--- src/rtl/cpu_register_file_write_arbiter_if.sv ---
// Write-port bus between the writeback sources and the register-file write arbiter.
// The arbiter connects through the slave modport; requesters and observers use master.
interface cpu_register_file_write_arbiter_if #(
    parameter int NUMBER_OF_REQUESTERS = 3,
    parameter int NUMBER_OF_REGISTERS  = 8,
    parameter int DATA_WIDTH           = 8
);
    localparam int N  = NUMBER_OF_REQUESTERS;
    localparam int AW = $clog2(NUMBER_OF_REGISTERS);
    localparam int GW = $clog2(NUMBER_OF_REQUESTERS);

    logic [N-1:0]            req_valid_in;
    logic [N-1:0]            req_lock_in;
    logic [N*AW-1:0]         req_address_in;
    logic [N*DATA_WIDTH-1:0] req_data_in;
    logic [N-1:0]            req_ready_out;
    logic                    write_enable_out;
    logic [AW-1:0]           write_register_address_out;
    logic [DATA_WIDTH-1:0]   write_data_out;
    logic [GW-1:0]           grant_id_out;
    logic                    locked_out;
    logic [7:0]              dropped_write_count_out;

    modport master (
        output req_valid_in, req_lock_in, req_address_in, req_data_in,
        input  req_ready_out, write_enable_out, write_register_address_out,
        input  write_data_out, grant_id_out, locked_out, dropped_write_count_out
    );

    modport slave (
        input  req_valid_in, req_lock_in, req_address_in, req_data_in,
        output req_ready_out, write_enable_out, write_register_address_out,
        output write_data_out, grant_id_out, locked_out, dropped_write_count_out
    );
endinterface

--- src/rtl/cpu_register_file_write_arbiter.sv ---
// Round-robin arbiter for the single register-file write port, with per-requester
// burst locking and silent consumption (with a saturating count) of writes to r0.
module cpu_register_file_write_arbiter #(
    parameter int NUMBER_OF_REQUESTERS = 3,
    parameter int NUMBER_OF_REGISTERS  = 8,
    parameter int DATA_WIDTH           = 8
) (
    input  logic                                clock_in,
    input  logic                                reset_n_in,
    cpu_register_file_write_arbiter_if.slave    bus
);
    localparam int N  = NUMBER_OF_REQUESTERS;
    localparam int AW = $clog2(NUMBER_OF_REGISTERS);
    localparam int GW = $clog2(NUMBER_OF_REQUESTERS);

    localparam logic [0:0] ST_ARBITRATE = 1'b0;
    localparam logic [0:0] ST_LOCKED    = 1'b1;

    logic [0:0]            r_state;
    logic [GW-1:0]         r_owner;
    logic [GW-1:0]         r_rr_pointer;
    logic                  r_write_enable;
    logic [AW-1:0]         r_write_address;
    logic [DATA_WIDTH-1:0] r_write_data;
    logic [GW-1:0]         r_grant_id;
    logic [7:0]            r_dropped_count;

    logic                  w_pick_found;
    logic [GW-1:0]         w_pick_id;
    int                    w_scan_idx;
    logic [N-1:0]          w_ready;
    logic [GW-1:0]         w_grant_id;
    logic                  w_handshake;
    logic                  w_handshake_lock;
    logic [AW-1:0]         w_handshake_address;
    logic [DATA_WIDTH-1:0] w_handshake_data;

    function automatic logic [GW-1:0] next_index(input logic [GW-1:0] idx);
        if (idx == GW'(N - 1)) begin
            next_index = {GW{1'b0}};
        end else begin
            next_index = idx + GW'(1);
        end
    endfunction

    // Round-robin scan: first valid requester at or after the pointer, wrapping modulo N.
    always_comb begin
        w_pick_found = 1'b0;
        w_pick_id    = {GW{1'b0}};
        w_scan_idx   = 0;
        for (int k = 0; k < N; k++) begin
            w_scan_idx = int'(r_rr_pointer) + k;
            if (w_scan_idx >= N) begin
                w_scan_idx = w_scan_idx - N;
            end else begin
                w_scan_idx = w_scan_idx;
            end
            if (!w_pick_found && bus.req_valid_in[w_scan_idx]) begin
                w_pick_found = 1'b1;
                w_pick_id    = GW'(w_scan_idx);
            end else begin
                w_pick_found = w_pick_found;
            end
        end
    end

    // Ready generation: nobody during reset, only the owner while locked.
    always_comb begin
        w_ready    = {N{1'b0}};
        w_grant_id = {GW{1'b0}};
        if (!reset_n_in) begin
            w_ready    = {N{1'b0}};
            w_grant_id = {GW{1'b0}};
        end else if (r_state == ST_LOCKED) begin
            w_grant_id          = r_owner;
            w_ready[r_owner]    = bus.req_valid_in[r_owner];
        end else begin
            w_grant_id          = w_pick_id;
            w_ready[w_pick_id]  = w_pick_found;
        end
    end

    assign w_handshake         = |(bus.req_valid_in & w_ready);
    assign w_handshake_lock    = bus.req_lock_in[w_grant_id];
    assign w_handshake_address = bus.req_address_in[int'(w_grant_id) * AW +: AW];
    assign w_handshake_data    = bus.req_data_in[int'(w_grant_id) * DATA_WIDTH +: DATA_WIDTH];

    // Arbitration state, lock owner and round-robin pointer.
    always_ff @(posedge clock_in) begin
        if (!reset_n_in) begin
            r_state      <= ST_ARBITRATE;
            r_owner      <= {GW{1'b0}};
            r_rr_pointer <= {GW{1'b0}};
        end else begin
            case (r_state)
                ST_ARBITRATE: begin
                    if (w_handshake && w_handshake_lock) begin
                        r_state <= ST_LOCKED;
                        r_owner <= w_grant_id;
                    end else if (w_handshake) begin
                        r_rr_pointer <= next_index(w_grant_id);
                    end else begin
                        r_rr_pointer <= r_rr_pointer;
                    end
                end
                ST_LOCKED: begin
                    // Leaving on an unlocking write or when the owner stops requesting.
                    if (!(w_handshake && w_handshake_lock)) begin
                        r_state      <= ST_ARBITRATE;
                        r_rr_pointer <= next_index(r_owner);
                    end else begin
                        r_state <= ST_LOCKED;
                    end
                end
                default: begin
                    r_state <= ST_ARBITRATE;
                end
            endcase
        end
    end

    // Write-port staging; writes to r0 update the grant but only bump the drop counter.
    always_ff @(posedge clock_in) begin
        if (!reset_n_in) begin
            r_write_enable  <= 1'b0;
            r_write_address <= {AW{1'b0}};
            r_write_data    <= {DATA_WIDTH{1'b0}};
            r_grant_id      <= {GW{1'b0}};
            r_dropped_count <= 8'd0;
        end else if (w_handshake) begin
            r_write_address <= w_handshake_address;
            r_write_data    <= w_handshake_data;
            r_grant_id      <= w_grant_id;
            if (w_handshake_address == {AW{1'b0}}) begin
                r_write_enable <= 1'b0;
                if (r_dropped_count != 8'hFF) begin
                    r_dropped_count <= r_dropped_count + 8'd1;
                end else begin
                    r_dropped_count <= r_dropped_count;
                end
            end else begin
                r_write_enable <= 1'b1;
            end
        end else begin
            r_write_enable <= 1'b0;
        end
    end

    assign bus.req_ready_out              = w_ready;
    assign bus.write_enable_out           = r_write_enable;
    assign bus.write_register_address_out = r_write_address;
    assign bus.write_data_out             = r_write_data;
    assign bus.grant_id_out               = r_grant_id;
    assign bus.locked_out                 = (r_state == ST_LOCKED);
    assign bus.dropped_write_count_out    = r_dropped_count;
endmodule

--- src/flat_wrapper.sv ---
// flat-port wrapper written by rule: the top's interface ports become plain ports
module cpu_register_file_write_arbiter_flat 
#(
    parameter int NUMBER_OF_REQUESTERS = 3,
    parameter int NUMBER_OF_REGISTERS  = 8,
    parameter int DATA_WIDTH           = 8
)
  (clock_in, reset_n_in, bus_req_valid_in, bus_req_lock_in, bus_req_address_in, bus_req_data_in, bus_req_ready_out, bus_write_enable_out, bus_write_register_address_out, bus_write_data_out, bus_grant_id_out, bus_locked_out, bus_dropped_write_count_out);
  cpu_register_file_write_arbiter_if #(.NUMBER_OF_REQUESTERS(NUMBER_OF_REQUESTERS), .NUMBER_OF_REGISTERS(NUMBER_OF_REGISTERS), .DATA_WIDTH(DATA_WIDTH)) bus_i ();
  input  logic clock_in;
  input  logic reset_n_in;
  input wire logic [$bits(bus_i.req_valid_in)-1:0] bus_req_valid_in;
  input wire logic [$bits(bus_i.req_lock_in)-1:0] bus_req_lock_in;
  input wire logic [$bits(bus_i.req_address_in)-1:0] bus_req_address_in;
  input wire logic [$bits(bus_i.req_data_in)-1:0] bus_req_data_in;
  output wire logic [$bits(bus_i.req_ready_out)-1:0] bus_req_ready_out;
  output wire logic [$bits(bus_i.write_enable_out)-1:0] bus_write_enable_out;
  output wire logic [$bits(bus_i.write_register_address_out)-1:0] bus_write_register_address_out;
  output wire logic [$bits(bus_i.write_data_out)-1:0] bus_write_data_out;
  output wire logic [$bits(bus_i.grant_id_out)-1:0] bus_grant_id_out;
  output wire logic [$bits(bus_i.locked_out)-1:0] bus_locked_out;
  output wire logic [$bits(bus_i.dropped_write_count_out)-1:0] bus_dropped_write_count_out;
  assign bus_i.req_valid_in = bus_req_valid_in;
  assign bus_i.req_lock_in = bus_req_lock_in;
  assign bus_i.req_address_in = bus_req_address_in;
  assign bus_i.req_data_in = bus_req_data_in;
  assign bus_req_ready_out = bus_i.req_ready_out;
  assign bus_write_enable_out = bus_i.write_enable_out;
  assign bus_write_register_address_out = bus_i.write_register_address_out;
  assign bus_write_data_out = bus_i.write_data_out;
  assign bus_grant_id_out = bus_i.grant_id_out;
  assign bus_locked_out = bus_i.locked_out;
  assign bus_dropped_write_count_out = bus_i.dropped_write_count_out;
  cpu_register_file_write_arbiter #(.NUMBER_OF_REQUESTERS(NUMBER_OF_REQUESTERS), .NUMBER_OF_REGISTERS(NUMBER_OF_REGISTERS), .DATA_WIDTH(DATA_WIDTH)) u_core (.clock_in(clock_in), .reset_n_in(reset_n_in), .bus(bus_i));
endmodule
--- config.mk ---
export PLATFORM = sky130hd
export DESIGN_NAME = cpu_register_file_write_arbiter_flat
export DESIGN_NICKNAME = d
export VERILOG_FILES = /design/src/rtl/cpu_register_file_write_arbiter_if.sv /design/src/rtl/cpu_register_file_write_arbiter.sv /design/src/flat_wrapper.sv
export SDC_FILE = /design/constraint.sdc
export NUM_CORES = 1
export LEC_CHECK = 0
export BUFFER_PORTS_ARGS = -buffer_cell sky130_fd_sc_hd__buf_2
export CAP_MARGIN = 0
export CORE_MARGIN = 8
export CORE_UTILIZATION = 50
export DETAILED_ROUTE_END_ITERATION = 6
export HOLD_SLACK_MARGIN = 0.05
export PLACE_DENSITY = 0.92
export SETUP_SLACK_MARGIN = 0.5
export SYNTH_ARGS = -nofsm -noshare
export SYNTH_HDL_FRONTEND = slang
export SYNTH_SLANG_ARGS = --single-unit
--- constraint.sdc ---
create_clock -name clock_in -period 6.7 [get_ports clock_in]
set_input_delay 0 -clock clock_in [delete_from_list [all_inputs] [get_ports clock_in]]
set_output_delay 0 -clock clock_in [all_outputs]
set_load 0.05 [all_outputs]
# After elaboration in Yosys (flattened, before gate mapping)
# Index checks and enable logic that the tools add are counted.
# word_totals
latchBits	0
regBits	27
output_inout_bits	26
memories	0
romBits	0
ram_bits	0
# classes
reduce_logical	13
addsub	8
magnitude_cmp	11
div_mod_pow	0
n_shift	2
n_mul	1
mux	38
bitwise_logic	4
eq_ne	6
# ops
cell	count
32-bit by 4-bit less-than comparator with 1-bit output, second input constant	3
32-bit two-way mux	3
32-bit by 3-bit >= comparator with 1-bit output, second input constant	2
32-bit by 3-bit subtractor with 32-bit output, second input constant	2
9-bit by 32-bit variable part select with 3-bit output	1
24-bit by 6-bit variable part select with 8-bit output	1
2-bit two-way mux	10
1-bit two-way mux	15
1-bit binary-select mux with 2-bit select	5
3-bit bitwise AND	3
2-bit by 3-bit less-than comparator with 1-bit output, second input constant	3
8-bit by 1-bit adder with 8-bit output, second input constant	1
8-bit != test, second input constant	1
3-bit two-way mux	2
3-bit AND reduction	2
1-bit logical AND	5
2-bit by 1-bit adder with 2-bit output, second input constant	2
1-bit demux with 2-bit select	2
2-bit equality test, second input constant	2
2-bit by 1-bit >= comparator with 1-bit output, second input constant	2
2-bit by 2-bit multiplier with 4-bit output, second input constant	1
2-bit != test, second input constant	2
2-bit one-hot mux with 2 select lines	1
2-bit AND reduction	2
9 further kinds	10

# Depth between registers and ports, before layout
# Gate-level depths: netlist of run 1.
# depth
depth_word	24
ltp_mapped	13
depth_no_buf	10

# Least setup slack after synthesis of run 1
# Ideal clock, no wire load.
# synth_timing
path_kind	reg2reg
start	register u_core.r_rr_pointer[0]
end	register u_core.r_owner[0]
period_less_slack_ns	2.754
setup_slack_ns	3.946
n_path_buf	2
stages_incl_launch_ff	12
arrival_ns	2.634
t_required_ns	6.579
cell_sequence	dfxtp_1 > inv_1 > ha_1 > buf_6 > mux2i_1 > o211a_1 > nor2b_1 > a2111o_1 > and3_2 > buf_2 > nor3_1 > mux2_2
# synth_between
elab_chain_len	23
word_cells_on_any_way	46
classes_between	add/sub: 5; order compare: 5; mux: 26; bitwise: 2; reduce/logical: 8
# synth_rtl
element	line	text
start, declared	cpu_register_file_write_arbiter.sv:21	logic [GW-1:0] r_rr_pointer;
start signal, assigned	cpu_register_file_write_arbiter.sv:93	r_rr_pointer <= {GW{1'b0}};
start signal, assigned	cpu_register_file_write_arbiter.sv:101	r_rr_pointer <= next_index(w_grant_id);
start signal, assigned	cpu_register_file_write_arbiter.sv:103	r_rr_pointer <= r_rr_pointer;
parallel branches: the longest is 23 deep, another holds 32-bit by 3-bit subtractor with 32-bit output	-	
end signal, assigned	cpu_register_file_write_arbiter.sv:92	r_owner <= {GW{1'b0}};
end signal, assigned	cpu_register_file_write_arbiter.sv:99	r_owner <= w_grant_id;
end, declared	cpu_register_file_write_arbiter.sv:20	logic [GW-1:0] r_owner;
# Parallel ways; which one is timed is not known. The select of a mux whose other input is x is not followed.
# A chain may end at the register's enable or synchronous reset.

# Worst setup path after layout of run 1
# layout_timing
start	register u_core.r_rr_pointer[0]
end	register u_core.r_dropped_count[4] (netlist: u_core.bus.dropped_write_count_out[4])
# layout_between
elab_chain_len	22
word_cells_on_any_way	46
classes_between	add/sub: 5; mul: 1; order compare: 5; shift: 1; mux: 24; bitwise: 2; reduce/logical: 8
# layout_rtl
element	line	text
parallel branches: the longest is 21 deep, another holds 32-bit by 3-bit subtractor with 32-bit output	-	
3-bit AND reduction (no source line) *	-	
end signal, assigned	cpu_register_file_write_arbiter.sv:137	r_dropped_count <= r_dropped_count + 8'd1;
end signal, assigned	cpu_register_file_write_arbiter.sv:139	r_dropped_count <= r_dropped_count;
end, declared	cpu_register_file_write_arbiter.sv:26	logic [7:0] r_dropped_count;
# Mark *: on every way between the ends. The select of a mux whose other input is x is not followed.

==> results of run 1 <==
worst max-delay path: stages (launching register included):
cell and delay (ns):
dfxtp_1 0.40, inv_1 0.09, ha_1 0.44, nor2b_1 0.17, o211ai_1 0.08, o21ai_1 0.35, and2_1 0.71, a211o_2 0.27
nand3_1 0.25, or4_1 0.55, nand2_1 0.07
path summary, 6_finish.rpt:
check,endpoint,slack (ns),cells after the start
worst max-delay path,u_core.bus.dropped_write_count_out[4],3.27,10
worst min-delay path,u_core.bus.write_register_address_out[2],0.07,4
worst max register to register,u_core.bus.dropped_write_count_out[4],3.27,10
worst min register to register,u_core.bus.write_data_out[6],0.48,2
metal layers:
metal  vias to the layer above  share of wire (%)  wire length (um)
li1                        926                  -                 -
met1                       881                 42              2298
met2                       103                 45              2486
met3                        15                 11               597
met4                         2                1.8                97
met5                         -               0.22                12
final cells by class:
type | instances | area (um2)
multi-input cells | 167 | 1160
flip-flops and latches | 27 | 540.5
repair buffers | 80 | 467.9
well taps | 48 | 60.06
inverters | 7 | 26.28
clock buffers | 4 | 26.28
fillers | 308 | 1297
where the power goes:
part | switching, W | total [W] | internal [W]
clock network | 0.0000488 | 0.0000722 | 0.0000234
registers | 0.0000370 | 0.000247 | 0.000210
logic | 0.000496 | 0.000762 | 0.000266
logic make-up after synthesis:
logic type               after synthesis  share of synthesized area, %
buffers and inverters                 20                         6.340
AO/OA/AOI/OAI                         49                         18.95
multiplexers                          25                         13.85
adder cells (fa/ha/maj)                5                         3.446
flip-flops                            27                         29.77
AND/OR/NAND/NOR                       88                         27.63
registers in the layout, summed over array words and instances, names as in the netlist:
name                                   cells
u_core.bus.write_enable_out                1
u_core.r_owner                             2
u_core.bus.grant_id_out                    2
u_core.bus.locked_out                      1
u_core.bus.dropped_write_count_out         8
u_core.r_rr_pointer                        2
u_core.bus.write_data_out                  8
u_core.bus.write_register_address_out      3
per-stage QoR:
step	worst slack [ns]	instance area [um2]	utilization, %	total power [W]	std cells
2_1_floorplan	3.946	1815	-	0.0008646	214
3_3_place_gp	3.443	2125	59.37	0.0009751	316
3_5_place_dp	3.312	2125	59.37	0.0009964	316
4_1_cts	3.286	2281	63.74	0.001074	333
5_1_grt	2.967	2281	63.74	0.001149	333
6_report	3.273	2281	63.74	0.001081	333
layout by cell type, fill, tap and decap left out, drive strengths merged, types with 5 or more instances in the layout:
cell	synthesis	routed
nand2	25	25
nor2	6	6
inv	6	6
dfxtp	27	27
o2bb2ai	5	5
and2	6	6
or2	7	7
ha	5	5
a21oi	7	7
and3	6	6
o21ai	9	9
mux2i	24	24
dlygate4sd3	1	13
nand3	15	15
buf	10	67
a31oi	8	8
repair_timing:
action | 4_1_cts | 5_1_grt
hold buffers | 13 | 0
hold endpoints to repair | 15 | 0
endpoints found under the setup margin | 0 | 0
==> summary.md, run 1 <==
| Metric | Value |
|---|---|
| Outcome | complete, no violations |
| Hold Slack | roughly 0.068 ns |
| Synth Register Bits | 27 |
| Routed vias/inst | between 5 and 6 |
| Busiest grt layer | met2 |
| Die Footprint | about 5800 um2 |
| Setup_tns | 0 ns |
| Num rows | 22 |
| Clock buffer depth | 2 |
| Global-route usage over all layers | a little under a fifth |
| Worst-Skew Late Latency | between 0.3 and 0.4 ns |
| Initial DRC Count | between 100 and 150 |
| Yosys warns | 0 |
| Count leader, synth | dfxtp_1 |
| Routed length per instance | ~16 um |
| Worst hold path startpoint | bus_req_address_in[5] |
| Final Critical Period | between 3 and 4 ns |
| Post-DP HPWL | about 4000 um |
| DRT Pass-1 Iters | 4 |
| Met1 usage | 21.39% |
| Reg2reg start | u_core.r_rr_pointer[0] |
| Crit. End Element | register |
| Largest net degree at the start of global routing | 20 |
| DRC Markers | 0 |
| CP Max Fanout | 15 |
| Worst path required time | ~7.0 ns |
| Critical path class | register to register |
| Synth top area share | ~30% |
| Layout cells sized above 1 | between 30% and 40% |
| Worst setup path startpoint | u_core.r_rr_pointer[0] |
| Clock skew | about 0.0011 ns |
| RD Place Congestion | between 0.8 and 0.9 |
| # Post-CTS Setup Buffers | 0 |
| Most instantiated cells after synthesis | 27 x dfxtp_1, 25 x nand2_1, 24 x mux2i_1 |
| Final Hold Fails | 0 |
| CTS Sinks | 27 |
| CTS tree | built |
| Synth Flop Type | dfxtp_1 |
| PwrDens | approximately 470 nW/um2 |
| GRT overflow | 0 |
| Mapped Cells | 214 |
| Vias | 1927 |
| Final setup fails | 0 |
| Post-synthesis sequential area ratio | between 20% and 30% |
| Post-DRT Antenna Nets | 0 |
| Unrepaired setup endpoints after global routing | false |
| P&R area growth vs syn | 25.64% |
| Final nets | ~330 |
| Worst path arrival time | around 3.7 ns |
| Starting Density | about half |
| Synth area leaders | dfxtp_1 30%, mux2i_1 13%, nand2_1 5.2% |
| Final Cycle Share | just over 50% |
| Cell taking the most area after synthesis | dfxtp_1 |
| PortBufs | 66 |
| H-tree levels | 1 |
| Area of the mapped netlist | approximately 1800 um2 |
| Max_cap viols | 0 |
| Number of global-route vias before repair | approximately 1.9k |
| Asr flop ratio synth | 0% |
| Distinct cells, synth | 50 |
| First-pass GRT wire length | ~9000 um |
| Worst Tran Pin Value | roughly 0.79 ns |
| Die H | 76.26 um |
| Root Driver | clkbuf_4 |
| Diode count | 0 |
| Startpoint class of the critical path | register |
| I/O pin total | 67 |
| EDFF count, synth | 0 |
| Initial antenna violation count | 1 |
| Static leakage | 1.013 nW |
| Peak VDD IR | 0.3070 mV |
| GR met3 Demand/Resource | about 7.5% |
| Reg clk slew, reported paths | 0.14 ns |
| Final WL | 5493 um |
| Die Wd | between 70 and 80 um |
| Max-slew headroom | 47.57% |
| Max Fclk | 0.2918 GHz |
| TritonCTS buffer count | 3 |
| Slew Limit Fails | 0 |
| PostCTS Resize Cnt | 0 |
| Core footprint | roughly 3600 um2 |
| M2 GR Usage | between 20% and 30% |
| Avg Inst Size Synth | 8.484 um2 |
| Syn nets | 260 |
| Hold Crit Class | input port to register |
Note: power is estimated with default switching activity, not from simulation.
==> run 2: changes to the inputs <==
--- a/config.mk
+++ b/config.mk
@@ -5,13 +5,14 @@
 export SDC_FILE = /design/constraint.sdc
 export NUM_CORES = 1
 export LEC_CHECK = 0
+export ABC_AREA = 1
 export BUFFER_PORTS_ARGS = -buffer_cell sky130_fd_sc_hd__buf_2
 export CAP_MARGIN = 0
 export CORE_MARGIN = 8
 export CORE_UTILIZATION = 50
 export DETAILED_ROUTE_END_ITERATION = 6
 export HOLD_SLACK_MARGIN = 0.05
-export PLACE_DENSITY = 0.92
+export PLACE_DENSITY = 0.91
 export SETUP_SLACK_MARGIN = 0.5
 export SYNTH_ARGS = -nofsm -noshare
 export SYNTH_HDL_FRONTEND = slang
==> constraint.sdc (replaced) <==
create_clock -name clock_in -period 3.35 [get_ports clock_in]
set_input_delay 0 -clock clock_in [delete_from_list [all_inputs] [get_ports clock_in]]
set_output_delay 0 -clock clock_in [all_outputs]
set_load 0.05 [all_outputs]
==> summary.md, run 2 <==
| Metric | Value |
|---|---|
| Clock buffer depth | 2 (unchanged) |
| Fin area | 2370 um2 (was 2281 um2) |
| PortBufs | 66 (unchanged) |
| Worst Tran Pin Value | 0.6123 ns (was 0.7865 ns) |
| CTS Sinks | 27 (unchanged) |
| CTS tree | built (unchanged) |
| Post-synthesis sequential area ratio | 28.05% (was 29.77%) |
| Max Fclk | 0.3830 GHz (was 0.2918 GHz) |
| Final Cycle Share | 77.93% (was 51.14%) |
| Routed length on met3 | 362 um (was 597 um) |
| Worst path arrival time | 2.78 ns (was 3.72 ns) |
| Most frequent cells in the layout | 66 x nand2_1, 66 x buf_2, 40 x nor2_1, 31 x inv_1 (was 66 x buf_2, 27 x dfxtp_1, 25 x nand2_1, 24 x mux2i_1, 15 x nand3_1) |
| Synth top area share | 28.05% (was 29.77%) |
| Die Footprint | 6096 um2 (was 5815 um2) |
| Final nets | 405 (was 332) |
| Root Driver | clkbuf_8 (was clkbuf_4) |
| Layout cells sized above 1 | 29.61% (was 30.88%) |
| Final Critical Period | 2.611 ns (was 3.427 ns) |
| Reg2reg start | u_core.r_rr_pointer[0] (unchanged) |
| First-pass GRT wire length | 9211 um (was 8990 um) |
| H-tree levels | 1 (unchanged) |
| Cell taking the most area after synthesis | dfxtp_1 (unchanged) |
| Avg Inst Size Synth | 6.621 um2 (was 8.484 um2) |
| Final setup fails | 0 (unchanged) |
| Global-route usage over all layers | 17.64% (was 18.22%) |
| Number of global-route vias before repair | 2150 (was 1937) |
| Post-DRT Antenna Nets | 0 (unchanged) |
| Finished Core Util | 64.25% (was 63.74%) |
| Initial antenna violation count | 0 (was 1) |
| Crit. End Element | register (unchanged) |
| Final Hold Fails | 0 (unchanged) |
| Routed length per instance | 13.19 um (was 16.50 um) |
| TritonCTS buffer count | 3 (unchanged) |
| Syn nets | 337 (was 260) |
| CP Max Fanout | 25 (was 15) |
| Most instantiated cells after synthesis | 66 x nand2_1, 40 x nor2_1, 31 x inv_1 (was 27 x dfxtp_1, 25 x nand2_1, 24 x mux2i_1) |
| Distinct cells, synth | 36 (was 50) |
| R2R setup slack | 0.74 ns (was 3.27 ns) |
| Worst hold path startpoint | bus_req_lock_in[0] (was bus_req_address_in[5]) |
| Worst Reg2Reg Path Length in Cells | 16 (was 10) |
| Num rows | 22 (unchanged) |
| Synth Register Bits | 27 (unchanged) |
| Routed vias/inst | 5.246 (was 5.787) |
| Critical path class | register to register (unchanged) |
| Slew Limit Fails | 0 (unchanged) |
| Count leader, synth | nand2_1 (was dfxtp_1) |
| Critical Path End | u_core.bus.dropped_write_count_out[5] (was u_core.bus.dropped_write_count_out[4]) |
| Diode count | 0 (unchanged) |
| Wire length on met1 | 2326 um (was 2298 um) |
| GRT overflow | 0 (unchanged) |
| RR Endpoint | u_core.bus.dropped_write_count_out[5] (was u_core.bus.dropped_write_count_out[4]) |
| Largest net degree at the start of global routing | 26 (was 20) |
| Vias | 2130 (was 1927) |
| Placed Area | 2247 um2 (was 2125 um2) |
| PwrDens | 940.8 nW/um2 (was 473.9 nW/um2) |
| Max-slew headroom | 59.18% (was 47.57%) |
| Initial DRC Count | 149 (was 110) |
| Static leakage | 1.242 nW (was 1.013 nW) |
| Core footprint | 3689 um2 (was 3578 um2) |
| Reg clk slew, reported paths | 0.10 ns (was 0.14 ns) |
| Unrepaired setup endpoints after global routing | false (unchanged) |
| Asr flop ratio synth | 0% (unchanged) |
| Worst-Skew Late Latency | 0.28 ns (was 0.33 ns) |
| P&R area growth vs syn | 22.99% (was 25.64%) |
| Worst path required time | 3.52 ns (was 6.99 ns) |
| Area of the mapped netlist | 1927 um2 (was 1815 um2) |
| Mapped Cells | 291 (was 214) |
| Die Wd | 78.08 um (was 76.26 um) |
| Peak VDD IR | 0.5950 mV (was 0.3070 mV) |
| RD Place Congestion | 0.9079 (was 0.8447) |
| Worst setup path startpoint | u_core.r_rr_pointer[0] (unchanged) |
| Synth Flop Type | dfxtp_1 (unchanged) |
| Die H | 78.08 um (was 76.26 um) |
| Final WL | 5354 um (was 5493 um) |
| WL met2 | 2543 um (was 2486 um) |
| Max_cap viols | 0 (unchanged) |
| DRC Markers | 0 (unchanged) |
| Outcome | complete, no violations (unchanged) |
| Post-DP HPWL | 4117 um (was 3990 um) |
| Hold Crit Class | input port to register (unchanged) |
| I/O pin total | 67 (unchanged) |
| DRT Pass-1 Iters | 4 (unchanged) |
| Clock skew | 0.004393 ns (was 0.001086 ns) |
| Starting Density | 52.24% (was 50.73%) |
| EDFF count, synth | 0 (unchanged) |
| Startpoint class of the critical path | register (unchanged) |
| Setup_tns | 0 ns (unchanged) |
| Highest routed layer | met4 (was met5) |
| Synth area leaders | dfxtp_1 28%, nand2_1 13%, nor2_1 7.8% (was dfxtp_1 30%, mux2i_1 13%, nand2_1 5.2%) |
| Yosys warns | 0 (unchanged) |
[run 2: cell types whose count changed in the layout (fill, tap and decap cells not counted), sizes merged, moves of 6 or more]
cell,change
a21oi,+6
and2,-6
and3,-6
dlygate4sd3,-9
inv,+33
mux2i,-24
nand2,+49
nand3,+17
nor2,+37
o21ai,+9
[run 2: power by group]
group,switching [W],internal (W)
clock network,0.000111,0.0000847
logic,0.00112,0.000418
registers,0.0000672,0.000427
total,0.00130,0.000930
[run 2: stage by stage]
| stage | hold WS, ns | worst slack (ns) | cells | power (W) |
|---|---|---|---|---|
| 6_report | 0.05663 | 0.7392 | 406 | 0.002230 |
| 5_1_grt | 0.06225 | 0.4852 | 406 | 0.002398 |
| 4_1_cts | 0.05797 | 0.6616 | 404 | 0.002178 |
| 3_5_place_dp | 0.2969 | 0.7079 | 396 | 0.001981 |
| 3_3_place_gp | 0.2912 | 0.8797 | 396 | 0.001941 |
| 2_1_floorplan | 0.1788 | 1.097 | 291 | 0.001746 |
[run 2: final cells by class]
cell class	count	area [um2]
well taps	48	60.06
flip-flops and latches	27	541.8
inverters	39	148.9
multi-input cells	216	1185
fillers	329	1319
clock inverters	1	7.507
clock buffers	3	41.29
repair buffers	72	385.4
[run 2: metal layers]
layer	vias to the layer above	track usage (%)
li1	1085	-
met1	942	20.47
met2	84	30.16
met3	19	4.897
met4	0	6.481
met5	-	0
[run 2: worst min-delay path by stage]
stage,end,slack (ns),cells after the start
floorplan,u_core.bus.write_data_out[3],0.18,2
global route,u_core.bus.locked_out,0.06,3
CTS,u_core.bus.locked_out,0.06,3
global placement,u_core.bus.write_data_out[1],0.29,3
detailed placement,u_core.bus.write_data_out[3],0.30,3
finish,u_core.bus.locked_out,0.06,3
[run 2: timing repair]
item	in CTS	in global routing
hold buffers	4	0
hold endpoints to repair	3	0
buffers inserted	0	2
gates resized for setup	0	3
endpoints found under the setup margin	0	12
[run 2: cell families after synthesis]
kind of cell    synth area share, %
compound gates                15.26
xor+xnor                     0.4546
fa+ha+maj                     3.247
buf+inv                       11.36
flops                         28.05
simple gates                  41.62
[run 2: worst max-delay path, cell delays in order (launching register included)]
cell and delay, ns:
dfxtp_2 0.38, inv_1 0.07, ha_1 0.36, o21ai_0 0.19, nand3_1 0.14, nand4_1 0.12
nand3_2 0.20, nand2_8 0.22, nand2_1 0.09, nand3_2 0.08, nand2_2 0.09, nor2_8 0.16
nand3_4 0.11, nor2_1 0.12, nand2_1 0.06, nand2_1 0.06, nor2_1 0.04
